===== src/rtl/ex_divider.sv =====
// Iterative 32-bit divider for the EX stage: DIV/DIVU/REM/REMU, one quotient bit per cycle.
// Optional DIV_EARLY_EN: finish in one cycle when |dividend| < |divisor|.
module ex_divider (
  input  logic        s_clk_i,
  input  logic        s_rst_i,
  input  logic        s_start_i,
  input  logic [31:0] s_op1_i,
  input  logic [31:0] s_op2_i,
  input  logic [1:0]  s_f_i,
  input  logic        s_flush_i,
  input  logic        s_stall_i,
  output logic        s_busy_o,
  output logic        s_done_o,
  output logic [31:0] s_result_o
);

  typedef enum logic [1:0] {IDLE, CALC, DONE} state_t;

  state_t      state, state_nxt;
  logic [4:0]  cnt;
  logic [31:0] rem_q, quo_q, dvs_q;
  logic        rem_sel, neg_q, neg_r;

  logic        accept, is_signed, a_neg, b_neg, div_zero, ovf, early, special;
  logic [31:0] a_abs, b_abs, spec_q, spec_r, spec_res;
  logic [32:0] shifted, diff;
  logic [31:0] rem_nxt, quo_nxt, calc_res;

  always_comb begin
    is_signed = ~s_f_i[0];
    a_neg     = is_signed & s_op1_i[31];
    b_neg     = is_signed & s_op2_i[31];
    a_abs     = a_neg ? (~s_op1_i + 32'd1) : s_op1_i;
    b_abs     = b_neg ? (~s_op2_i + 32'd1) : s_op2_i;
    div_zero  = (s_op2_i == 32'd0);
    ovf       = is_signed & (s_op1_i == 32'h8000_0000) & (s_op2_i == 32'hFFFF_FFFF);
`ifdef DIV_EARLY_EN
    early     = ~div_zero & (a_abs < b_abs);
`else
    early     = 1'b0;
`endif
    special   = div_zero | ovf | early;
    accept    = (state == IDLE) & s_start_i & ~s_flush_i;
  end

  // Result for the operations that bypass the iterative loop.
  always_comb begin
    spec_q = 32'hFFFF_FFFF;
    spec_r = s_op1_i;
    if (ovf) begin
      spec_q = 32'h8000_0000;
      spec_r = 32'd0;
    end else if (early) begin
      spec_q = 32'd0;
      spec_r = s_op1_i;
    end
    spec_res = s_f_i[1] ? spec_r : spec_q;
  end

  // One restoring step: shift the next dividend bit into the partial remainder and trial-subtract.
  always_comb begin
    shifted = {rem_q, quo_q[31]};
    diff    = shifted - {1'b0, dvs_q};
    if (!diff[32]) begin
      rem_nxt = diff[31:0];
      quo_nxt = {quo_q[30:0], 1'b1};
    end else begin
      rem_nxt = shifted[31:0];
      quo_nxt = {quo_q[30:0], 1'b0};
    end
    if (rem_sel) calc_res = neg_r ? (~rem_nxt + 32'd1) : rem_nxt;
    else         calc_res = neg_q ? (~quo_nxt + 32'd1) : quo_nxt;
  end

  always_ff @(posedge s_clk_i or posedge s_rst_i) begin
    if (s_rst_i) state <= IDLE;
    else         state <= state_nxt;
  end

  always_comb begin
    state_nxt = state;
    case (state)
      IDLE:    if (accept) state_nxt = special ? DONE : CALC;
      CALC:    if (cnt == 5'd0) state_nxt = DONE;
      DONE:    if (!s_stall_i) state_nxt = IDLE;
      default: state_nxt = IDLE;
    endcase
    if (s_flush_i) state_nxt = IDLE;
  end

  always_ff @(posedge s_clk_i or posedge s_rst_i) begin
    if (s_rst_i) begin
      cnt        <= 5'd0;
      rem_q      <= 32'd0;
      quo_q      <= 32'd0;
      dvs_q      <= 32'd0;
      rem_sel    <= 1'b0;
      neg_q      <= 1'b0;
      neg_r      <= 1'b0;
      s_result_o <= 32'd0;
    end else if (accept) begin
      cnt     <= 5'd31;
      rem_q   <= 32'd0;
      quo_q   <= a_abs;
      dvs_q   <= b_abs;
      rem_sel <= s_f_i[1];
      neg_q   <= a_neg ^ b_neg;
      neg_r   <= a_neg;
      if (special) s_result_o <= spec_res;
    end else if (state == CALC && !s_flush_i) begin
      cnt   <= cnt - 5'd1;
      rem_q <= rem_nxt;
      quo_q <= quo_nxt;
      if (cnt == 5'd0) s_result_o <= calc_res;
    end
  end

  assign s_done_o = (state == DONE);
  assign s_busy_o = (state == CALC) | ((state == DONE) & s_stall_i);

endmodule


===== config.mk =====
export PLATFORM = sky130hd
export DESIGN_NAME = ex_divider
export DESIGN_NICKNAME = d
export VERILOG_FILES = /design/src/rtl/ex_divider.sv
export SDC_FILE = /design/constraint.sdc
export NUM_CORES = 1
export LEC_CHECK = 0
export BUFFER_PORTS_ARGS = -buffer_cell sky130_fd_sc_hd__buf_2
export CORE_MARGIN = 2
export CORE_UTILIZATION = 57
export CTS_BUF_LIST = sky130_fd_sc_hd__clkbuf_4
export CTS_CLUSTER_SIZE = 8
export DETAILED_ROUTE_END_ITERATION = 16
export PLACE_DENSITY_LB_ADDON = 0.12
export SYNTH_ARGS = -nofsm -noshare
export SYNTH_HDL_FRONTEND = slang
export SYNTH_SLANG_ARGS = --single-unit

===== constraint.sdc =====
create_clock -name s_clk_i -period 4.4 [get_ports s_clk_i]
set_input_delay 0.66 -clock s_clk_i [delete_from_list [all_inputs] [get_ports s_clk_i]]
set_output_delay 0.66 -clock s_clk_i [all_outputs]
set_load 0.005 [all_outputs]

* Word level (Yosys, flattened, before mapping)
Cells that the tools add are included.
** Storage, ports and cells
- Output and inout port bits :: 34
- Word-level logic and storage cells :: 74
- Memory bits (writable) :: 0
- Latch bits :: 0
- Memories :: 0
- Register bits after elaboration :: 138
- Bits in read-only memories :: 0
** Cells by class
- Bitwise logic cells :: 16
- Mux-type cells :: 26
- Reduce and logical (&&, ||, !) cells :: 9
- Divide/modulo/power cells :: 0
- Magnitude comparators :: 0
- Add/subtract/negate cells :: 6
- Eq/ne operators :: 8
- $mul :: 0
- Shift operators :: 0
** Operators by type and width (count)
- 32-bit 2-to-1 mux :: 16
- 32-bit by 1-bit adder with 32-bit output, second input constant :: 4
- 32-bit inverter :: 4
- 32-bit == test, second input constant :: 2
- 33-bit by 32-bit subtractor with 33-bit output :: 1
- 32-bit logical NOT :: 1
- 31-bit 2-to-1 mux :: 1
- 2-bit 2-to-1 mux :: 5
- 5-bit 2-to-1 mux :: 2
- 3-bit != test, second input constant :: 3
- 1-bit bitwise AND :: 7
- 2-bit case mux with 3 select lines :: 1
- 3-bit AND reduction :: 2
- 5-bit logical NOT :: 1
- 5-bit by 1-bit subtractor with 5-bit output, second input constant :: 1
- 2-bit nonzero test :: 2
- 2-bit by 1-bit == test with 1-bit output, second input constant :: 1
- 2-bit == test, second input constant :: 1
- 2-bit logical NOT :: 1
- 2-bit by 1-bit != test with 1-bit output, second input constant :: 1
- 1-bit inverter :: 2
- 1-bit bitwise OR :: 2
- 1-bit logical AND :: 1
- 1-bit logical NOT :: 1
- other kinds (2) :: 2

* Longest topological paths before layout
Gate-level depths: netlist (run 1).
- Depth in word-level cells :: 9
- Gate-level depth with buffers :: 22

* Least setup slack after synthesis (run 1)
Ideal clock, no wire load.
- Path kind :: flip-flop to flip-flop
- Start :: reg quo_q[31]
- End :: reg s_result_o[24]
- Library setup time :: 0.126 ns
- Period minus slack after synthesis :: 4.765 ns
- Buffers on the path :: 4
- Setup slack :: -0.365 ns
- Arrival time :: 4.639 ns
- Stages on the path, launching flop included :: 23
- Cells stage by stage :: dfrtp_1 > inv_1 > ha_1 > fa_1 > nand2b_1 > a211o_1 > a22o_1 > o31ai_4 > a41oi_4 > xnor2_4 > inv_4 > buf_2 > buf_2 > buf_1 > nor2_1 > a21oi_1 > ha_1 > and2_1 > buf_2 > nand2_1 > o31ai_2 > xnor2_1 > a221o_1
** Between the ends
- Cells in the longest elaborated chain, start to end :: 9
** RTL lines
- start: declaration :: line 21 : logic [31:0] rem_q, quo_q, dvs_q;
- start signal: assignment :: line 104 : quo_q <= a_abs;
- start signal: assignment :: line 113 : quo_q <= quo_nxt;
- 33-bit by 32-bit subtractor with 33-bit output :: line 63 : diff = shifted - {1'b0, dvs_q};
- 1-bit 2-to-1 mux or 32-bit 2-to-1 mux (tied branches) :: line 64 : if (!diff[32]) begin
- 32-bit inverter, on equally long branches :: line 72, 71
- 32-bit by 1-bit adder with 32-bit output, on equally long branches :: line 72, 71
- 32-bit 2-to-1 mux, on equally long branches :: line 72, 71
- 32-bit 2-to-1 mux * :: line 71 : if (rem_sel) calc_res = neg_r ? (~rem_nxt + 32'd1) : rem_nxt;
- 32-bit 2-to-1 mux * :: line 114 : if (cnt == 5'd0) s_result_o <= calc_res;
- 32-bit 2-to-1 mux * :: line 110 : end else if (state == CALC && !s_flush_i) begin
- 32-bit 2-to-1 mux * :: line 101 : end else if (accept) begin
- end signal: assignment :: line 109 : if (special) s_result_o <= spec_res;
- end signal: assignment :: line 114
- end: declaration :: line 14 : output logic [31:0] s_result_o
Every way passes the cells marked *; elsewhere a longest branch is shown, timed or not. The select of a mux whose other input is x is not followed.
A chain may end at the register's enable or synchronous reset.

* Worst setup path in the final report (run 1)
- Start :: reg quo_q[31]
- End :: reg s_result_o[29]
The elaborated chain is that of the path after synthesis.

==> qor.yml, run 1 <==
status: "complete, no violations"
wire_per_inst_um: 19.5
synthCells: 1428
io_buffers: 104
start_util_pct: 57.7
layout-drive-gt1-share_pct: 14.0
ys_seq_area_share_pct: 30.8
ys_async_sr_fraction_pct: 100
synth_xor_xnor_area_share_pct: 11.3
track_usage_pct: 34.0
htree_levels: 4
synth_top_family_by_area: "compound AO/OA/AOI/OAI gates"
core-area_um2: 19400
grt_pass1_wl_um: 55100
multiInputGateArea_um2: 7340
nNetsFinal: 1625
power.density_nw_per_um2: 726
fin_area_um2: 12500
ys_warn_count: 0
power_leakage_nw: 5.35
hold_buffers: 0
setup_viol: 0
gr-total-overflow: 0
area_delta_synth_final_pct: 12.0
synthFlopType: "dfrtp_1"
fin_ws_ps: 148
maxSlewHeadroom_pct: 21.4
regArea_um2: 3450
synth-adder-area-share_pct: 4.54
drc: 0
synth-edff-count: 0
worstHoldPathType: "in2async"
dr_total_vias: 11300
cts_tree: "done"
worst_setup_path_start_kind: "register"
root_buffer: "clkbuf_4"
first_iter_violations: 1038
period_share_pct: 96.6
syn_nets: 1539
nFillCells: 1832
arrival_ps: 4720
utilization_pct: 64.7
crit_type: "reg2reg"
worst_pin_slew_ps: 1160
path_max_fanout: 27
cp.required_ps: 4860
drt_pass1_iterations: 5
irDropWorstVdd_mv: 0.454
maxSlewViolCount: 0
yosys.area_share.simple_pct: 19.6
final_antenna_net_count: 0
antenna_found_initial: 1
gp_congestion: 0.962
post-place-ws_ps: 130
rows: 51
dp_hpwl_um: 26200
ys_ff_latch: 138
netlist_area_um2: 11200
clk_pin_slew_worst_paths_ps: 130
synth_cell_types: 76
synth_compound_area_share_pct: 26.5
synthMuxAreaShare_pct: 2.48
skew_ps: 35.5
wl_um: 35000
syn_avg_cell_area_um2: 7.84
grt_pass1_vias: 10500
fmax_mhz: 235
clkLatencyLatePin_ps: 610
ios: 105
worstSetupEndpointType: "register"
numCtsBuffers: 17
max_cap_violations: 0
post_dp_cell_area_um2: 12100
cts.sinks: 138
grt_max_degree: 107
die_height_um: 144
clk_path_buf_depth: 2
period_minus_slack_ps: 4250
vias_per_cell: 6.32
die_x_um: 144
finalHoldViolCount: 0
die_area_um2: 20800
-- path summary, 6_finish.rpt --
check	start	to	slack [ps]	cells after the start
max	quo_q[31]	s_result_o[29]	150	16
min	s_rst_i	quo_q[19]	220	2
max reg2reg	quo_q[31]	s_result_o[29]	150	16
min reg2reg	dvs_q[26]	dvs_q[26]	500	2
max in group asynchronous	s_rst_i	rem_q[10]	3290	3
min in group s_clk_i	s_flush_i	state[1]	260	2
-- sequential cells by signal, indices dropped and copies added, names as in the netlist --
signal and cells:
dvs_q 32, quo_q 32, rem_q 32, s_result_o 32, cnt 5, state 2
neg_q 1, neg_r 1, rem_sel 1
-- routing by layer --
layer	wire (µm)	GRT usage [%]	up-vias
met5	0	0	-
met4	1010	11.5	0
met3	2200	4.47	76
met2	16000	53.3	432
met1	15800	48.6	5469
li1	-	-	5369
-- repair_timing --
item,4_1_cts,5_1_grt
setup endpoints to repair,0,8
buffers inserted,0,3
resized for setup,0,12
hold endpoints to repair,0,0
-- cell families after synthesis --
family,after synthesis
flip-flops,138
adder cells (fa/ha/maj),40
AO/OA/AOI/OAI,479
AND/OR/NAND/NOR,462
buffers and inverters,140
XOR/XNOR,142
multiplexers,27
-- power by group --
group / internal [mW] / switching [mW]
combinational: 2.47 / 3.81
clock: 0.402 / 0.532
sequential: 1.53 / 0.365
-- Yosys cell counts, drive strengths merged (13+ instances only) --
cell type | instances | area, µm²
a21oi | 92 | 460
nor2 | 107 | 404
xor2 | 53 | 464
inv | 62 | 235
nand2 | 173 | 649
o31ai | 25 | 206
nor3 | 38 | 201
a22oi | 34 | 255
or3 | 18 | 113
dfrtp | 138 | 3450
nand4 | 19 | 119
clkbuf | 66 | 248
ha | 39 | 488
xnor2 | 89 | 798
mux2i | 24 | 240
o41ai | 13 | 129
a31oi | 18 | 113
o21ai | 205 | 1030
nor4 | 14 | 87.6
nand3 | 22 | 110
-- layout by cell type, fill, tap and decap left out, types with 10 or more instances in the layout --
cell type	n
o31ai_1	22
nor4_1	14
a31oi_1	17
xnor2_1	88
o21ai_1	12
nand3_1	20
ha_1	37
nand4_1	19
mux2i_1	24
nor3_1	35
o21ai_0	193
xor2_1	53
nand2_1	172
buf_4	38
nand2b_1	10
or3_1	18
o221ai_1	12
buf_2	104
o211ai_1	12
a21oi_1	89
nor2_1	103
a22oi_1	34
clkbuf_4	18
or4_1	11
dfrtp_1	138
inv_1	60
-- critical path: stages (launching register included) --
cell,delay [ps]
dfrtp_1,360
inv_1,60
ha_2,190
fa_2,360
nand2b_4,150
a211o_1,360
a22o_1,270
o31ai_4,330
a41oi_4,190
xnor2_4,270
buf_12,230
mux2i_1,260
nand2_1,100
or3b_1,400
o41ai_2,360
xnor2_1,180
o21ai_1,70
-- cell type report --
class | instances | area share, %
Antenna cell | 2 | 0.0399
Multi-Input combinational cell | 1150 | 58.5
Clock inverter | 14 | 1.35
Clock buffer | 18 | 1.08
Inverter | 62 | 1.94
Tap cell | 265 | 2.64
Sequential cell | 138 | 27.5
Timing Repair Buffer | 145 | 6.94
-- metrics by stage --
step                std cells  setup TNS, ps  hold slack, ps  power (mW)
detailed placement       1756              0             471        7.85
CTS                      1788              0             238        8.80
global placement         1756              0             463        7.76
finish                   1794              0             216        9.10
global route             1794          -32.6             261        9.77
floorplan                1428              0             450        6.31
Power figures use the tool's default switching activity.
==> run 2: changes to the inputs <==
--- a/config.mk
+++ b/config.mk
@@ -5,6 +5,7 @@
 export SDC_FILE = /design/constraint.sdc
 export NUM_CORES = 1
 export LEC_CHECK = 0
+export ABC_AREA = 1
 export BUFFER_PORTS_ARGS = -buffer_cell sky130_fd_sc_hd__buf_2
 export CORE_MARGIN = 2
 export CORE_UTILIZATION = 57
@@ -12,6 +13,7 @@
 export CTS_CLUSTER_SIZE = 8
 export DETAILED_ROUTE_END_ITERATION = 16
 export PLACE_DENSITY_LB_ADDON = 0.12
+export SLEW_MARGIN = 10
 export SYNTH_ARGS = -nofsm -noshare
 export SYNTH_HDL_FRONTEND = slang
 export SYNTH_SLANG_ARGS = --single-unit
==> run 2 against run 1 <==
Effect of this change: wire length up 30%; clock power down 2.5%; critical path depth up 13; synthesized area up 18%; worst setup slack better by 200 ps; sequential share of layout area down 3.3 points; utilization down 1.9 points; highest routed layer unchanged.
==> qor.yml, run 2 <==
arrival_ps: 4560  # was 4720 ps
grt_use_met3_pct: 8.72  # was 4.47%
worst_setup_path_start_kind: "register"  # unchanged
grt_max_degree: 95  # was 107
path_max_fanout: 3  # was 27
core-area_um2: 22700  # was 19,400 µm²
drt_pass1_iterations: 6  # was 5
io_buffers: 104  # unchanged
synthCells: 2182  # was 1,428
start_util_pct: 58.1  # was 57.7%
post-place-ws_ps: 129  # was 130 ps
worstHoldPathType: "in2async"  # unchanged
yosys.area_share.simple_pct: 41.1  # was 19.6%
nNetsFinal: 2363  # was 1,625
synth-edff-count: 0  # unchanged
track_usage_pct: 37.5  # was 34.0%
ios: 105  # unchanged
netlist_area_um2: 13200  # was 11,200 µm²
p_total_mw: 11.3  # was 9.10 mW
numCtsBuffers: 17  # unchanged
area_delta_synth_final_pct: 8.09  # was 12.0%
ys_ff_latch: 138  # unchanged
tns_ps: 0  # unchanged
timing.rr.start: "quo_q[31]"  # unchanged
period_share_pct: 92.0  # was 96.6%
synth_compound_area_share_pct: 14.0  # was 26.5%
die_area_um2: 24400  # was 20,800 µm²
grt_pass1_vias: 13100  # was 10.5k
wl_um: 45500  # was 35,000 µm
hold_slack_ps: 248  # was 216 ps
htree_levels: 4  # unchanged
synthTopCellsByArea: "dfrtp_1 (26%), nand2_1 (18%), inv_1 (9.4%)"  # was dfrtp_1 (31%), o21ai_0 (8.6%), xnor2_1 (6.9%)
cp.required_ps: 4910  # was 4860 ps
finalNonFillerCells: 2550  # was 1,794
clk_pin_slew_worst_paths_ps: 140  # was 130 ps
vias_per_cell: 5.82  # was 6.32
max_cap_violations: 0  # unchanged
fin_ws_ps: 350  # was 148 ps
synth_xor_xnor_area_share_pct: 2.39  # was 11.3%
status: "complete, no violations"  # unchanged
worst_pin_slew_ps: 1340  # was 1160 ps
drc: 0  # unchanged
wire_per_inst_um: 17.8  # was 19.5 µm
gp_congestion: 0.995  # was 0.962
fmax_mhz: 247  # was 235 MHz
netlist_top_cells_count: "nand2_1 (646), inv_1 (329), nand3_1 (218)"  # was o21ai_0 (193), nand2_1 (173), dfrtp_1 (138)
dr_total_vias: 14800  # was 11.3k
grt_pass1_wl_um: 71000  # was 55,100 µm
ys_warn_count: 0  # unchanged
use_met2_pct: 55.6  # was 53.3%
synthFlopType: "dfrtp_1"  # unchanged
period_minus_slack_ps: 4050  # was 4250 ps
skew_ps: 37.4  # was 35.5 ps
gr-total-overflow: 0  # unchanged
syn_avg_cell_area_um2: 6.04  # was 7.84 µm²
power_leakage_nw: 7.60  # was 5.35 nW
root_buffer: "clkbuf_4"  # unchanged
die_height_um: 156  # was 144 µm
synth_most_common_cell: "nand2_1"  # was o21ai_0
maxSlewViolCount: 0  # unchanged
cts_tree: "done"  # unchanged
ys_async_sr_fraction_pct: 100  # unchanged
worstSetupEndpointType: "register"  # unchanged
placedCellCount: 2517  # was 1,756
grtUsageMet1_pct: 54.9  # was 48.6%
final_cell_mix: "nand2_1 (645), inv_1 (328), nor2_1 (215), nand3_1 (214), dfrtp_1 (138)"  # was o21ai_0 (193), nand2_1 (172), dfrtp_1 (138), buf_2 (104), nor2_1 (103)
crit_slowest_cell: "dfrtp_1"  # was or3b_1
ys_seq_area_share_pct: 26.2  # was 30.8%
die_x_um: 156  # was 144 µm
crit_type: "reg2reg"  # unchanged
synth_cell_types: 46  # was 76
gr-max-usage-layer: "met2"  # unchanged
antenna_found_initial: 1  # unchanged
yosysTopAreaCell: "dfrtp_1"  # unchanged
power.density_nw_per_um2: 794  # was 726 nW/µm²
dp_hpwl_um: 35700  # was 26,200 µm
final_common_cell: "nand2_1"  # was o21ai_0
irDropWorstVdd_mv: 0.380  # was 0.454 mV
layout-drive-gt1-share_pct: 11.4  # was 14.0%
maxSlewHeadroom_pct: 10.4  # was 21.4%
synth.top_cell.area_share_pct: 26.2  # was 30.8%
synth_top_family_by_area: "simple AND/OR/NAND/NOR gates"  # was compound AO/OA/AOI/OAI gates
startpoint: "quo_q[31]"  # unchanged
rows: 55  # was 51
cpPeakStageDelay_ps: 380  # was 400 ps
synthMuxAreaShare_pct: 0  # was 2.48%
clkLatencyLatePin_ps: 580  # was 610 ps
cts.sinks: 138  # unchanged
synth-adder-area-share_pct: 3.85  # was 4.54%
setup_viol: 0  # unchanged
syn_nets: 2293  # was 1,539
first_iter_violations: 1731  # was 1,038
clk_path_buf_depth: 2  # unchanged
final_antenna_net_count: 0  # unchanged
finalHoldViolCount: 0  # unchanged
-- run 2: cell types whose count changed after synthesis, moves of 21 or more --
cell and change:
a22oi_1 -34, inv_1 +268, mux2i_1 -24, nand2_1 +473
nand2_2 +26, nand3_1 +196, nor2_1 +110, o21ai_0 -75
o221ai_1 +21, o22ai_1 +28, xnor2_1 -76, xor2_1 -29
-- run 2: cell type report --
cell class / count / area, µm²
antenna: 1 / 2.50
clock buffer: 17 / 128
clock inverter: 14 / 163
fill: 2264 / 8450
inverter: 339 / 1280
multi-input combinational: 1629 / 8160
sequential: 138 / 3450
tap: 285 / 357
timing repair buffer: 127 / 718
-- run 2: power breakdown --
| group | internal (mW) | total [mW] | leakage [nW] | switching (mW) |
|---|---|---|---|---|
| logic | 2.60 | 8.28 | 5.74 | 5.68 |
| clock network | 0.348 | 0.911 | 0.149 | 0.562 |
| registers | 1.72 | 2.13 | 1.70 | 0.414 |
-- run 2: critical path, delay by kind of cell (launching register included) --
kind / cells / cell delay, ps
fa+ha+maj: 3 / 780
flops: 1 / 380
compound gates: 3 / 410
simple gates: 20 / 2130
buf+inv: 3 / 270
-- run 2: worst paths after layout --
check,to,slack (ps),cells after the start
worst min-delay path,dvs_q[15],250,2
worst max register to register,s_result_o[28],350,29
worst min register to register,dvs_q[0],510,2
max in group asynchronous,rem_q[31],3160,3
min in group s_clk_i,state[1],300,2
worst max-delay path,s_result_o[28],350,29
-- run 2: layer usage --
metal / wire length, µm / vias up / part of all wire, %
li1: - / 7170 / -
met1: 20400 / 6896 / 45
met2: 19500 / 713 / 43
met3: 4620 / 65 / 10
met4: 1010 / 0 / 2.2
met5: 0 / - / 0
-- run 2: metrics by stage --
stage	instance area [µm²]	utilization (%)
2_1_floorplan	13200	-
3_3_place_gp	13900	61.2
3_5_place_dp	13900	61.2
4_1_cts	14200	62.5
5_1_grt	14300	62.8
6_report	14300	62.8
-- run 2: repair_timing --
action	4_1_cts	5_1_grt
endpoints found under the hold margin	0	0
resized for setup	0	16
setup endpoints to repair	0	10
hold buffers	0	0
setup buffers	0	1
-- run 2: cell families (layout without fill, tap and decap cells) --
kind of cell             count (synthesis)  after routing
adder cells (fa/ha/maj)                 40             40
flip-flops                             138            138
AND/OR/NAND/NOR                       1237           1237
AO/OA/AOI/OAI                          316            316
other                                    0              1
XOR/XNOR                                36             36
buffers and inverters                  415            497
==> run 3: changes to the inputs <==
--- a/config.mk
+++ b/config.mk
@@ -8,7 +8,7 @@
 export ABC_AREA = 1
 export BUFFER_PORTS_ARGS = -buffer_cell sky130_fd_sc_hd__buf_2
 export CORE_MARGIN = 2
-export CORE_UTILIZATION = 57
+export CORE_UTILIZATION = 44
 export CTS_BUF_LIST = sky130_fd_sc_hd__clkbuf_4
 export CTS_CLUSTER_SIZE = 8
 export DETAILED_ROUTE_END_ITERATION = 16
==> run 3 against run 2 <==
Effect of this change: first-iteration DRC count shrank 17%; utilization shrank 14 points; critical path depth is the same; die area grew 29%; final area grew 1.1%; via count shrank 1.5%; clock power grew 9.8%; register-to-register slack is essentially flat; non-clock buffer count grew 5; critical path type unchanged.
==> qor.yml, run 3 (synthesis results as in run 2) <==
p_sw_mw: 6.75  # was 6.66 mW
period_share_pct: 92.4  # was 92.0%
rsz0062_at_grt: "yes"
postCtsSetupBuffers: 0  # unchanged
grt_max_degree: 95  # unchanged
drc: 0  # unchanged
power_leakage_nw: 7.63  # was 7.60 nW
crit_slowest_cell: "fa_1"  # was dfrtp_1
p_int_mw: 4.74  # was 4.66 mW
crit_top_cell: "nand2_1"
antenna_found_initial: 3  # was 1
final_common_cell: "nand2_1"  # unchanged
maxSlewViolCount: 0  # unchanged
skew_ps: 33.6  # was 37.4 ps
arrival_ps: 4600  # was 4560 ps
tns_ps: 0  # unchanged
setup_viol: 0  # unchanged
grt_pass1_vias: 13500  # was 13.1k
track_usage_pct: 31.3  # was 37.5%
post_dp_cell_area_um2: 14100  # was 13,900 µm²
start_util_pct: 44.6  # was 58.1%
io_buffers: 104  # unchanged
fin_area_um2: 14400  # was 14,300 µm²
max_cap_violations: 0  # unchanged
htree_levels: 4  # unchanged
grt_pass1_wl_um: 75200  # was 71,000 µm
irDropWorstVdd_mv: 0.322  # was 0.380 mV
comb_power_share_pct: 72.9  # was 73.1%
worstSetupEndpointType: "register"  # unchanged
die_x_um: 177  # was 156 µm
period_minus_slack_ps: 4060  # was 4050 ps
p_clk_share_pct: 8.7  # was 8.0%
hold_slack_ps: 189  # was 248 ps
gp_congestion: 0.980  # was 0.995
clkLatencyLatePin_ps: 620  # was 580 ps
cpPeakStageDelay_ps: 410  # was 380 ps
nNetsFinal: 2368  # was 2,363
cp.required_ps: 4940  # was 4910 ps
dp_hpwl_um: 38000  # was 35,700 µm
pwr-share-seq_pct: 18.4  # was 18.8%
crit_type: "reg2reg"  # unchanged
clk_pin_slew_worst_paths_ps: 140  # about the same
path_max_fanout: 3  # unchanged
worstHoldPathType: "in2async"  # unchanged
layout-drive-gt1-share_pct: 11.4  # about the same
gr-total-overflow: 0  # unchanged
die_height_um: 177  # was 156 µm
drt_pass1_iterations: 6  # unchanged
core-area_um2: 29600  # was 22,700 µm²
hold_buffers: 0  # unchanged
vias_per_cell: 5.49  # was 5.82
finalHoldViolCount: 0  # unchanged
numCtsBuffers: 17  # unchanged
swShare_pct: 58.8  # about the same
status: "complete, no violations"  # unchanged
root_buffer: "clkbuf_4"  # unchanged
area_delta_synth_final_pct: 9.23  # was 8.09%
fmax_mhz: 246  # was 247 MHz
rows: 63  # was 55
wl_um: 48100  # was 45,500 µm
first_iter_violations: 1444  # was 1,731
dr_total_vias: 14600  # was 14.8k
power.density_nw_per_um2: 798  # was 794 nW/µm²
final_antenna_net_count: 0  # unchanged
wire_per_inst_um: 18.1  # was 17.8 µm
final_cell_mix: "nand2_1 (646), inv_1 (328), nand3_1 (216), nor2_1 (214), dfrtp_1 (138)"  # was nand2_1 (645), inv_1 (328), nor2_1 (215), nand3_1 (214), dfrtp_1 (138)
clk_path_buf_depth: 2  # unchanged
maxSlewHeadroom_pct: 37.0  # was 10.4%
cts.sinks: 138  # unchanged
cts_tree: "done"  # unchanged
worst_setup_path_start_kind: "register"  # unchanged
ios: 105  # unchanged
die_area_um2: 31400  # was 24,400 µm²
nFillCells: 3309  # was 2,264
worst_pin_slew_ps: 944  # was 1340 ps
## run 3: worst max-delay path: cells and delay by family (launching register included)
family,cells,cell delay (ps)
buf+inv,3,300
flops,1,360
fa+ha+maj,3,810
compound gates,3,420
simple gates,20,2090
## run 3: path summary, 6_finish.rpt
| check | startpoint | endpoint | slack, ps | cells past startpoint |
|---|---|---|---|---|
| max | quo_q[31] | s_result_o[28] | 340 | 29 |
| min | s_rst_i | cnt[4] | 190 | 2 |
| max reg2reg | quo_q[31] | s_result_o[28] | 340 | 29 |
| min reg2reg | dvs_q[13] | dvs_q[13] | 500 | 2 |
| max in group asynchronous | s_rst_i | rem_q[31] | 3280 | 3 |
| min in group s_clk_i | s_flush_i | state[1] | 260 | 2 |
## run 3: layer usage
metal / part of all wire, % / vias to the layer above / global-route usage [%]
met4: 3.1 / 0 / 10.5
met2: 43 / 619 / 46.5
met1: 47 / 6731 / 46.6
met3: 7.2 / 72 / 3.63
met5: 0 / - / 0
li1: - / 7194 / -
## run 3: metrics by stage
stage | power, mW | utilization [%] | cells | setup slack, ps
after floorplan | 8.06 | - | 2182 | 43.8
after global placement | 10.3 | 47.6 | 2628 | 209
after detailed placement | 10.3 | 47.6 | 2628 | 115
after CTS | 11.4 | 48.6 | 2660 | 85.9
after global routing | 12.6 | 48.7 | 2661 | -12.5
final | 11.5 | 48.7 | 2661 | 335
## run 3: cell type report
type | instances | area (µm²) | share of cell area (%)
multi-input combinational | 1629 | 8120 | 56.4
sequential | 138 | 3450 | 24.0
inverter | 339 | 1280 | 8.87
timing repair buffer | 132 | 747 | 5.18
tap | 390 | 488 | 3.39
clock inverter | 15 | 190 | 1.32
clock buffer | 17 | 128 | 0.886
antenna | 1 | 2.50 | 0.0174
## run 3: what timing repair did
item | 4_1_cts | 5_1_grt
hold endpoints to repair | 0 | 0
gates resized for setup | 0 | 7
setup endpoints to repair | 0 | 10
## run 3: power groups by stage
stage / clock [mW] / combinational (mW) / sequential, mW
floorplan: 0 / 6.05 / 2.00
global placement: 0 / 8.16 / 2.12
detailed placement: 0 / 8.21 / 2.13
CTS: 1.02 / 8.25 / 2.10
global route: 1.06 / 9.38 / 2.17
finish: 1.00 / 8.37 / 2.11
